==> config.mk <==
export PLATFORM = sky130hd
export DESIGN_NAME = tile_map_writer
export DESIGN_NICKNAME = d
export VERILOG_FILES = /design/src/rtl/tile_pkg.sv /design/src/rtl/tile_write_fifo.sv /design/src/rtl/tile_map_writer.sv
export SDC_FILE = /design/constraint.sdc
export NUM_CORES = 1
export LEC_CHECK = 0
export BUFFER_PORTS_ARGS = -buffer_cell sky130_fd_sc_hd__buf_2
export CAP_MARGIN = 25
export CORE_AREA = 2 2 94 163
export DETAILED_ROUTE_END_ITERATION = 7
export DIE_AREA = 0 0 96 165
export MAX_ROUTING_LAYER = met4
export PLACE_DENSITY = 0.7
export SYNTH_ARGS = -nofsm -noshare
export SYNTH_HDL_FRONTEND = slang
export SYNTH_SLANG_ARGS = --single-unit
export TNS_END_PERCENT = 1
==> constraint.sdc <==
create_clock -name i_Clk -period 10.7 [get_ports i_Clk]
set_clock_uncertainty 0.1 [all_clocks]
set_input_delay 0.535 -clock i_Clk [delete_from_list [all_inputs] [get_ports i_Clk]]
set_output_delay 0.535 -clock i_Clk [all_outputs]
set_load 0.03 [all_outputs]
==> src/rtl/tile_pkg.sv <==
// Shared tile-map definitions used by both the tile writer and the VGA tile renderer.
package tile_pkg;

    localparam int MAP_COLS          = 20;
    localparam int MAP_ROWS          = 15;
    localparam int ROW_STRIDE        = 8;
    localparam int MAP_WORDS_PER_ROW = (MAP_COLS + 3) / 4;
    localparam int DEF_FIFO_DEPTH    = 8;
    localparam int DEF_ADDR_W        = 11;

    localparam logic [3:0] TILE_CAR    = 4'd0;
    localparam logic [3:0] TILE_GRASS  = 4'd1;
    localparam logic [3:0] TILE_PLAYER = 4'd2;
    localparam logic [3:0] TILE_BLACK  = 4'd3;

    typedef enum logic [1:0] {
        ST_IDLE  = 2'd0,
        ST_READ  = 2'd1,
        ST_MERGE = 2'd2,
        ST_FILL  = 2'd3
    } wr_state_t;

    typedef struct packed {
        logic [4:0] x;
        logic [3:0] y;
        logic [3:0] tile;
    } tile_req_t;

    // Four tiles share one 16-bit word; rows are padded out to ROW_STRIDE words.
    function automatic logic [DEF_ADDR_W-1:0] word_addr(input logic [4:0] x, input logic [3:0] y);
        return DEF_ADDR_W'(y) * DEF_ADDR_W'(ROW_STRIDE) + DEF_ADDR_W'(x[4:2]);
    endfunction

    // The leftmost tile of a word lives in the most significant nibble.
    function automatic logic [15:0] put_nibble(input logic [15:0] word, input logic [1:0] sel,
                                               input logic [3:0] tile);
        logic [15:0] result;
        result = word;
        case (sel)
            2'd0:    result[15:12] = tile;
            2'd1:    result[11:8]  = tile;
            2'd2:    result[7:4]   = tile;
            default: result[3:0]   = tile;
        endcase
        return result;
    endfunction

endpackage

==> src/rtl/tile_write_fifo.sv <==
// Small synchronous FIFO holding pending single-tile writes {x, y, tile}.
module tile_write_fifo import tile_pkg::*; #(
    parameter int DEPTH = DEF_FIFO_DEPTH
) (
    input  logic                     i_Clk,
    input  logic                     i_reset,
    input  logic                     i_flush,
    input  logic                     i_push,
    input  tile_req_t                i_data,
    input  logic                     i_pop,
    output tile_req_t                o_head,
    output logic                     o_full,
    output logic                     o_empty,
    output logic [$clog2(DEPTH):0]   o_count
);

    localparam int PTR_W = $clog2(DEPTH);

    tile_req_t        mem [DEPTH];
    logic [PTR_W:0]   wr_ptr;
    logic [PTR_W:0]   rd_ptr;

    // Pointers carry one extra wrap bit so full and empty are distinguishable.
    always_ff @(posedge i_Clk or posedge i_reset) begin
        if (i_reset) begin
            wr_ptr <= '0;
            rd_ptr <= '0;
        end else if (i_flush) begin
            wr_ptr <= '0;
            rd_ptr <= '0;
        end else begin
            if (i_push && !o_full)
                wr_ptr <= wr_ptr + 1'b1;
            if (i_pop && !o_empty)
                rd_ptr <= rd_ptr + 1'b1;
        end
    end

    // Storage needs no reset; only the pointers decide what is valid.
    always_ff @(posedge i_Clk) begin
        if (i_push && !o_full && !i_flush)
            mem[wr_ptr[PTR_W-1:0]] <= i_data;
    end

    assign o_count = wr_ptr - rd_ptr;
    assign o_full  = (o_count == (PTR_W+1)'(DEPTH));
    assign o_empty = (wr_ptr == rd_ptr);
    assign o_head  = mem[rd_ptr[PTR_W-1:0]];

endmodule

==> src/rtl/tile_map_writer.sv <==
// Commits queued tile writes and whole-map fills to the tile-map BRAM during vertical blanking.
module tile_map_writer import tile_pkg::*; #(
    parameter int ADDR_W     = DEF_ADDR_W,
    parameter int FIFO_DEPTH = DEF_FIFO_DEPTH
) (
    input  logic              i_Clk,
    input  logic              i_reset,
    input  logic              i_vblank,
    input  logic              i_wr_valid,
    output logic              o_wr_ready,
    input  logic [4:0]        i_cell_x,
    input  logic [3:0]        i_cell_y,
    input  logic [3:0]        i_tile,
    input  logic              i_fill_req,
    input  logic [3:0]        i_fill_tile,
    output logic              o_fill_busy,
    output logic              o_drop,
    output logic              o_raddr_own,
    output logic [ADDR_W-1:0] o_bram_raddr,
    input  logic [15:0]       i_bram_rdata,
    output logic [ADDR_W-1:0] o_bram_waddr,
    output logic [15:0]       o_bram_wdata,
    output logic              o_bram_we
);

    localparam int CNT_W = $clog2(FIFO_DEPTH) + 1;

    wr_state_t          state;
    wr_state_t          state_next;

    tile_req_t          head;
    logic               fifo_full;
    logic               fifo_empty;
    logic [CNT_W-1:0]   fifo_count;

    logic               fill_busy;
    logic [3:0]         fill_tile;
    logic [3:0]         fill_row;
    logic [2:0]         fill_col;

    logic               fwd_valid;
    logic [ADDR_W-1:0]  fwd_addr;
    logic [15:0]        fwd_data;
    logic               drop;

    logic               handshake;
    logic               in_range;
    logic               push;
    logic               fifo_more;
    logic               fill_last;
    logic [ADDR_W-1:0]  head_addr;
    logic [ADDR_W-1:0]  fill_addr;
    logic [15:0]        base_word;
    logic [15:0]        merged_word;

    assign o_wr_ready  = !i_reset && !fifo_full && !fill_busy && !i_fill_req;
    assign handshake   = i_wr_valid && o_wr_ready;
    assign in_range    = (i_cell_x < 5'(MAP_COLS)) && (i_cell_y < 4'(MAP_ROWS));
    assign push        = handshake && in_range;
    assign fifo_more   = (fifo_count > CNT_W'(1)) || push;

    assign head_addr   = ADDR_W'(word_addr(head.x, head.y));
    assign base_word   = (fwd_valid && (fwd_addr == head_addr)) ? fwd_data : i_bram_rdata;
    assign merged_word = put_nibble(base_word, head.x[1:0], head.tile);

    assign fill_addr   = ADDR_W'(fill_row) * ADDR_W'(ROW_STRIDE) + ADDR_W'(fill_col);
    assign fill_last   = (fill_row == 4'(MAP_ROWS - 1)) && (fill_col == 3'(MAP_WORDS_PER_ROW - 1));

    assign o_fill_busy = fill_busy;
    assign o_drop      = drop;

    tile_write_fifo #(
        .DEPTH   (FIFO_DEPTH)
    ) u_fifo (
        .i_Clk   (i_Clk),
        .i_reset (i_reset),
        .i_flush (state == ST_FILL),
        .i_push  (push),
        .i_data  ({i_cell_x, i_cell_y, i_tile}),
        .i_pop   (state == ST_MERGE),
        .o_head  (head),
        .o_full  (fifo_full),
        .o_empty (fifo_empty),
        .o_count (fifo_count)
    );

    // State register; reset abandons whatever was in flight.
    always_ff @(posedge i_Clk or posedge i_reset) begin
        if (i_reset)
            state <= ST_IDLE;
        else
            state <= state_next;
    end

    // Work only begins inside vblank; a fill always wins over queued single writes.
    always_comb begin
        state_next = state;
        case (state)
            ST_IDLE: begin
                if (i_vblank && fill_busy)
                    state_next = ST_FILL;
                else if (i_vblank && !fifo_empty)
                    state_next = ST_READ;
            end
            ST_READ:  state_next = ST_MERGE;
            ST_MERGE: state_next = (i_vblank && fifo_more) ? ST_READ : ST_IDLE;
            ST_FILL: begin
                if (fill_last && !i_fill_req)
                    state_next = ST_IDLE;
            end
            default:  state_next = ST_IDLE;
        endcase
    end

    // BRAM port drive is purely a function of state so reset kills the write strobe at once.
    always_comb begin
        o_raddr_own  = 1'b0;
        o_bram_raddr = '0;
        o_bram_waddr = '0;
        o_bram_wdata = '0;
        o_bram_we    = 1'b0;
        case (state)
            ST_READ: begin
                o_raddr_own  = 1'b1;
                o_bram_raddr = head_addr;
            end
            ST_MERGE: begin
                o_bram_we    = 1'b1;
                o_bram_waddr = head_addr;
                o_bram_wdata = merged_word;
            end
            ST_FILL: begin
                o_bram_we    = 1'b1;
                o_bram_waddr = fill_addr;
                o_bram_wdata = {4{fill_tile}};
            end
            default: ;
        endcase
    end

    // A fill request (re)starts the row-major sweep from word 0 with the new tile.
    always_ff @(posedge i_Clk or posedge i_reset) begin
        if (i_reset) begin
            fill_busy <= 1'b0;
            fill_tile <= '0;
            fill_row  <= '0;
            fill_col  <= '0;
        end else if (i_fill_req) begin
            fill_busy <= 1'b1;
            fill_tile <= i_fill_tile;
            fill_row  <= '0;
            fill_col  <= '0;
        end else if (state == ST_FILL) begin
            if (fill_last) begin
                fill_busy <= 1'b0;
                fill_row  <= '0;
                fill_col  <= '0;
            end else if (fill_col == 3'(MAP_WORDS_PER_ROW - 1)) begin
                fill_col  <= '0;
                fill_row  <= fill_row + 1'b1;
            end else begin
                fill_col  <= fill_col + 1'b1;
            end
        end
    end

    // Remember the last merged word so consecutive writes to one word never use stale read data.
    always_ff @(posedge i_Clk or posedge i_reset) begin
        if (i_reset) begin
            fwd_valid <= 1'b0;
            fwd_addr  <= '0;
            fwd_data  <= '0;
        end else if (state == ST_FILL) begin
            fwd_valid <= 1'b0;
        end else if (state == ST_MERGE) begin
            fwd_valid <= 1'b1;
            fwd_addr  <= head_addr;
            fwd_data  <= merged_word;
        end
    end

    // Sticky flag for accepted requests that point outside the visible map.
    always_ff @(posedge i_Clk or posedge i_reset) begin
        if (i_reset)
            drop <= 1'b0;
        else if (handshake && !in_range)
            drop <= 1'b1;
    end

endmodule

# Yosys cells after proc, flatten, opt, wreduce, memory -nomap -nowiden
# Memory sizes are Yosys's and may differ from the RTL's.
# Index checks and enable logic that the tools add are counted.
[word_totals] ff_bits=51 mem_bits_rw=104 in_bits=38 memories=1
[memory_table] memory="u_fifo.mem" depth=8 width=13 read_ports=1 rd_clocked_by_memory_dff=0 write_ports=1 line="tile_write_fifo.sv:19" text="tile_req_t mem [DEPTH];"
[classes] n_addsub=7 magnitude_cmp=3 eq_ne=12 mux=34 bitwise=1 reduce_logical=38
[op_table] operator="2-to-1 mux 4 bit" n=12
[op_table] operator="one-hot mux 16 bit (2 select lines)" n=1
[op_table] operator="adder 7 x 3 -> 8 bit" n=2
[op_table] operator="logical AND 1 bit" n=16
[op_table] operator="2-to-1 mux 16 bit" n=1
[op_table] operator="one-hot mux 8 bit (2 select lines)" n=1
[op_table] operator="adder 4 x 1 -> 4 bit, second input constant" n=3
[op_table] operator="2-to-1 mux 3 bit" n=4
[op_table] operator="== test 11 x 8 -> 1 bit" n=1
[op_table] operator="2-to-1 mux 1 bit" n=10
[op_table] operator="nonzero test 2 bit" n=5
[op_table] operator="== test 4 bit, second input constant" n=2
[op_table] operator="2-to-1 mux 8 bit" n=1
[op_table] operator="one-hot mux 2 bit (4 select lines)" n=1
[op_table] operator="AND reduction 2 bit" n=4
[op_table] operator="logical NOT 1 bit" n=7
[op_table] operator="== test 2 bit, second input constant" n=3
[op_table] operator="2-to-1 mux 2 bit" n=3
[op_table] operator="less-than comparator 5 bit, second input constant" n=1
[op_table] operator="== test 2 x 1 -> 1 bit, second input constant" n=2
[op_table] operator="== test 4 bit" n=1
[op_table] operator="> comparator 4 x 1 -> 1 bit, second input constant" n=1
[op_table] operator="logical NOT 2 bit" n=2
[op_table] operator="less-than comparator 4 bit, second input constant" n=1
[op_table] operator="10 further kinds" n=10

# Logic depth before layout (Yosys ltp)
[logic_depth] word_depth=12 depth_mapped=10

# Hierarchy
# Synthesis repeated with hierarchy kept, for this count alone.
[hier_totals] hier_cells=625 hier_area_um2=7579.8
[modules_own_cells] mod="tile_write_fifo" instances=1 cells_per_inst=259 area_per_inst_um2=4630.7
[modules_own_cells] mod="tile_map_writer" instances=1 cells_per_inst=366 area_per_inst_um2=2949.1

# Least setup slack after synthesis
# Ideal clock, no wire load.
[synth_path] kind="register to register" startpoint="register u_fifo.rd_ptr[1]" endpoint="memory u_fifo.mem[0][0] (netlist bit), enable pin" setup_time_ns=0.422 arrival_ns=3.338 required_ns=10.178 setup_slack_ns=6.841 path_stages_with_launch=10 n_path_buf=1 period_less_slack_ns=3.859 cell_sequence="dfrtp_1 -> buf_6 -> inv_1 -> ha_1 -> nor2b_1 -> o21ai_0 -> and3_1 -> o311a_1 -> nand2_1 -> nor4b_1"
[synth_via] elab_chain_len=12
[synth_lines] element="start: declaration" line="tile_write_fifo.sv:21" text="logic [PTR_W:0] rd_ptr;"
[synth_lines] element="start signal: assignment" line="tile_write_fifo.sv:35" text="rd_ptr <= rd_ptr + 1'b1;"
[synth_lines] element="subtractor 4 bit (*)" line="tile_write_fifo.sv:45" text="assign o_count = wr_ptr - rd_ptr;"
[synth_lines] element="== test 4 bit (*)" line="tile_write_fifo.sv:46" text="assign o_full = (o_count == (PTR_W+1)'(DEPTH));"
[synth_lines] element="logical NOT 1 bit (*)" line="tile_write_fifo.sv:41, tile_map_writer.sv:56"
[synth_lines] element="logical AND 1 bit (3 in a row)" line="tile_map_writer.sv:56" text="assign o_wr_ready = !i_reset && !fifo_full && !fill_busy && !i_fill_req;"
[synth_lines] element="logical AND 1 bit" line="tile_map_writer.sv:57" text="assign handshake = i_wr_valid && o_wr_ready;"
[synth_lines] element="logical AND 1 bit" line="tile_map_writer.sv:59" text="assign push = handshake && in_range;"
[synth_lines] element="logical AND 1 bit (*) (2 in a row)" line="tile_write_fifo.sv:41" text="if (i_push && !o_full && !i_flush)"
[synth_lines] element="2-to-1 mux 1 bit (*)" line="tile_write_fifo.sv:41"
[synth_lines] element="2-to-1 mux 1 bit (not written as such) (*)" line="tile_write_fifo.sv:42" text="mem[wr_ptr[PTR_W-1:0]] <= i_data;"
[synth_lines] element="end: declaration" line="tile_write_fifo.sv:19"
# Mark *: on every way between the ends. The rest lies on a longest branch, timed or not.

# Final worst setup path
[layout_path] startpoint="register u_fifo.rd_ptr[2]" endpoint="output port o_bram_wdata[6]"
[layout_via] elab_chain_len=7 elab_cells_between_ends=8
[layout_lines] element="memory read (8 x 13 bit) (*)"
[layout_lines] element="adder 7 x 3 -> 8 bit" line="tile_pkg.sv:31" text="return DEF_ADDR_W'(y) * DEF_ADDR_W'(ROW_STRIDE) + DEF_ADDR_W'(x[4:2]);"
[layout_lines] element="== test 11 x 8 -> 1 bit" line="tile_map_writer.sv:63" text="assign base_word = (fwd_valid && (fwd_addr == head_addr)) ? fwd_data : i_bram_rdata;"
[layout_lines] element="logical AND 1 bit" line="tile_map_writer.sv:63"
[layout_lines] element="2-to-1 mux 16 bit" line="tile_map_writer.sv:63"
[layout_lines] element="2-to-1 mux 4 bit (*)" line="tile_pkg.sv:39" text="case (sel)"
[layout_lines] element="one-hot mux 16 bit (2 select lines) (*)" line="tile_map_writer.sv:122" text="case (state)"
[layout_lines] element="end: declaration" line="tile_map_writer.sv:22" text="output logic [15:0] o_bram_wdata,"
# Marked as above.

==> summary.txt <==
STA
  – Worst-Margin Slew: 1020 ps
  – RSZ-0062 raised after global routing: no
  – Setup ws final: 5980 ps
  – Final Hold Fails: 0
  – Min Tclk post-route: 4720 ps
  – Tcrit/Tclk final: 44.1%
  – Slew margin rel.: 30.9%
  – Setup violators final: 0
  – Max Slew Vio Count: 0
  – Max Fclk: 0.212 GHz
  – Setup TNS: 0 ps

Logic synthesis
  – Synth top cells by count: edfxtp_1 (104), nand2_1 (59), dfrtp_1 (47)
  – Count leader, synth: edfxtp_1
  – Post-synth top area share: 42.3%
  – Syn Area/Cell: 12.2 sq um
  – Number of synthesized flops with an enable pin: 104
  – Ys flop type: edfxtp_1
  – Mapped Area: 7390 sq um
  – Top cells by area, synth: edfxtp_1 (42%), dfrtp_1 (16%), mux4_2 (6.4%)
  – Synth async-reset ratio: 31.1%
  – #FFs+latches synth: 151
  – Synthesis warning total: 0
  – Sequential share of the synthesized area: 58.2%
  – Top cell type by total area after synthesis: edfxtp_1
  – Mapped Cells: 605
  – Synth cell types: 56

Layout
  – Share of layout cells above drive strength 1: 24.9%
  – Area Growth Syn to Fin: 15.9%
  – FF+latch area: 4300 sq um
  – Final #Nets: 722
  – Number of diodes: 0
  – Area of the multi-input gates: 2800 sq um
  – Final Cell Area: 8560 sq um
  – Fill count: 1156

Worst hold path
  – WHS Endpoint: fill_tile[0]
  – Worst hold path type: in -> reg
  – Worst Hold Depth: 2
  – Hold_sp: i_fill_tile[0]

Route
  – Drt pass-1 iters: 4
  – Vias: 5202
  – Drt initial violations: 319
  – Antenna Violating Nets Remaining: 0
  – Met3 WL: 826 um
  – Final WL: 18.3 mm
  – Avg WL per Cell: 21.1 um
  – # DRC: 0
  – Via/cell ratio: 6.00
  – Wl on met1: 6.71 mm
  – DR WL met2: 10.2 mm
  – Top routing layer used: met4

Placement
  – Port bufs: 72
  – Place WS: 6530 ps
  – DP Area: 7900 sq um
  – Hpwl dp: 12.8 mm
  – Gpl congestion: 0.964

Setup path
  – Worst EP arrival: 4080 ps
  – Worst path max stage delay: 1030 ps
  – Critical path's slowest cell: dfrtp_1
  – Kind of critical path: reg -> out
  – Crit. path cell count: 8
  – Worst R2R End: u_fifo.mem[1][7]
  – Reg2reg path depth: 8
  – Worst path bufs/invs: 2
  – CP required: 10070 ps
  – Crit end category: output port
  – Cell Chain, Critical Path: mux4_1 -> mux2i_1 -> xor2_1 -> nand4_1 -> nor2_1 -> buf_4 -> a211oi_1 -> buf_2
  – R2R setup slack: 6920 ps
  – Crit path max-delay family: flip-flops
  – CP max FO: 27
  – Reg2reg start: u_fifo.rd_ptr[2]
  – CP Launch Type: flop

Clock tree
  – Num Clock Sinks: 151
  – CTS Hold Bufs: 0
  – Cts repair resizes: 0
  – CTS tree: yes
  – CTS H-tree lvls: 4
  – # Post-CTS Setup Buffers: 0
  – Clk root buf: clkbuf_16
  – Worst-path clk slew: 60 ps
  – Worst-case clock buffer depth: 2
  – Clock Latency Late Sink: 420 ps
  – CTS Buf Count: 17

Power and ir drop
  – Static Leakage: 3.22 nW
  – VDD IR max: 0.000129 V
  – Pwr per Cell Area: 253 nW/um^2

GRT
  – Antenna violations before repair: 0
  – Gr usage total: 24.8%
  – Number of global-route vias before repair: 5192
  – Largest net degree at the start of global routing: 48
  – First-pass GRT wire length: 28.0 mm
  – Gr ovfl total: 0

Floorplanning
  – Ports: 81
  – Starting density of the core: 51.2%
  – Die Height: 165 um
  – Core Box Area: 14400 sq um
  – Die width: 96 um
  – Row count: 58
  – Die area: 15800 sq um

Flow run
  – Max-cap violations: 0

Outcome
  – Status: complete, no violations
==> worst max-delay path by stage <==
| stage | from | endpoint | slack, ps |
|---|---|---|---|
| 2_1_floorplan | u_fifo.rd_ptr[1] | u_fifo.mem[0][0] | 6840 |
| 3_3_place_gp | u_fifo.rd_ptr[2] | o_bram_wdata[7] | 6710 |
| 3_5_place_dp | u_fifo.rd_ptr[2] | o_bram_wdata[6] | 6530 |
| 4_1_cts | u_fifo.rd_ptr[2] | o_bram_wdata[6] | 6060 |
| 5_1_grt | u_fifo.rd_ptr[2] | o_bram_wdata[6] | 5730 |
| 6_report | u_fifo.rd_ptr[2] | o_bram_wdata[6] | 5980 |
==> metrics by stage <==
step	hold slack, ps	std cells	power [mW]	utilization [%]
after floorplan	359	612	1.34	-
after global placement	335	833	1.52	54.7
after detailed placement	348	833	1.53	54.7
after CTS	239	865	2.17	59.1
after global routing	254	867	2.27	59.3
final	248	867	2.17	59.3
==> layout by cell type, fill, tap and decap left out, types with 8 or more instances in the layout <==
| cell | instances |
|---|---|
| nand2b_1 | 8 |
| nor3_1 | 9 |
| a21oi_1 | 31 |
| nand3_1 | 26 |
| mux4_2 | 21 |
| dfrtp_1 | 47 |
| buf_2 | 72 |
| a41oi_1 | 12 |
| xor2_1 | 8 |
| conb_1 | 8 |
| o21ai_0 | 34 |
| nand2_1 | 59 |
| mux2i_1 | 8 |
| inv_1 | 31 |
| nor2_1 | 45 |
| buf_4 | 13 |
| ha_1 | 9 |
| clkbuf_16 | 17 |
| mux2_2 | 10 |
| o221ai_1 | 12 |
| edfxtp_1 | 104 |
==> routing by layer <==
layer  vias up  track usage [%]
li1       2384                -
met1      2587             27.0
met2       190             44.2
met3        41             3.74
met4         0             10.4
met5         -                -
==> flip-flops by register name, indices dropped and copies added, names as in the netlist <==
signal,flops
o_fill_busy,1
fwd_valid,1
fill_tile,4
state,2
fwd_addr,7
fill_row,4
u_fifo.rd_ptr,4
fill_col,3
u_fifo.mem,104
fwd_data,16
u_fifo.wr_ptr,4
o_drop,1
==> power breakdown <==
group | internal (mW) | switching [mW] | leakage, nW | total (mW)
sequential | 0.682 | 0.0533 | 1.53 | 0.736
combinational | 0.265 | 0.528 | 1.38 | 0.793
clock | 0.378 | 0.259 | 0.312 | 0.637
==> cell families (layout without fill, tap and decap cells) <==
logic type | after synthesis | after routing | synth area share, %
buffers and inverters | 77 | 152 | 5.03
muxes | 45 | 45 | 10.6
adders and majority gates | 10 | 10 | 1.79
xor gates and xnor gates | 9 | 9 | 1.07
other | 1 | 8 | 0.0507
DFF | 151 | 151 | 58.2
and+or+nand+nor | 184 | 184 | 11.7
AOI/OAI and AO/OA | 128 | 128 | 11.6
==> layout make-up <==
type | instances | area share, %
tap | 180 | 2.63
clock buffer | 17 | 4.97
multi-input combinational | 384 | 32.7
inverter | 33 | 1.45
sequential | 151 | 50.2
clock inverter | 15 | 2.41
timing repair buffer | 87 | 5.70
Note: power is estimated with default switching activity, not from simulation.
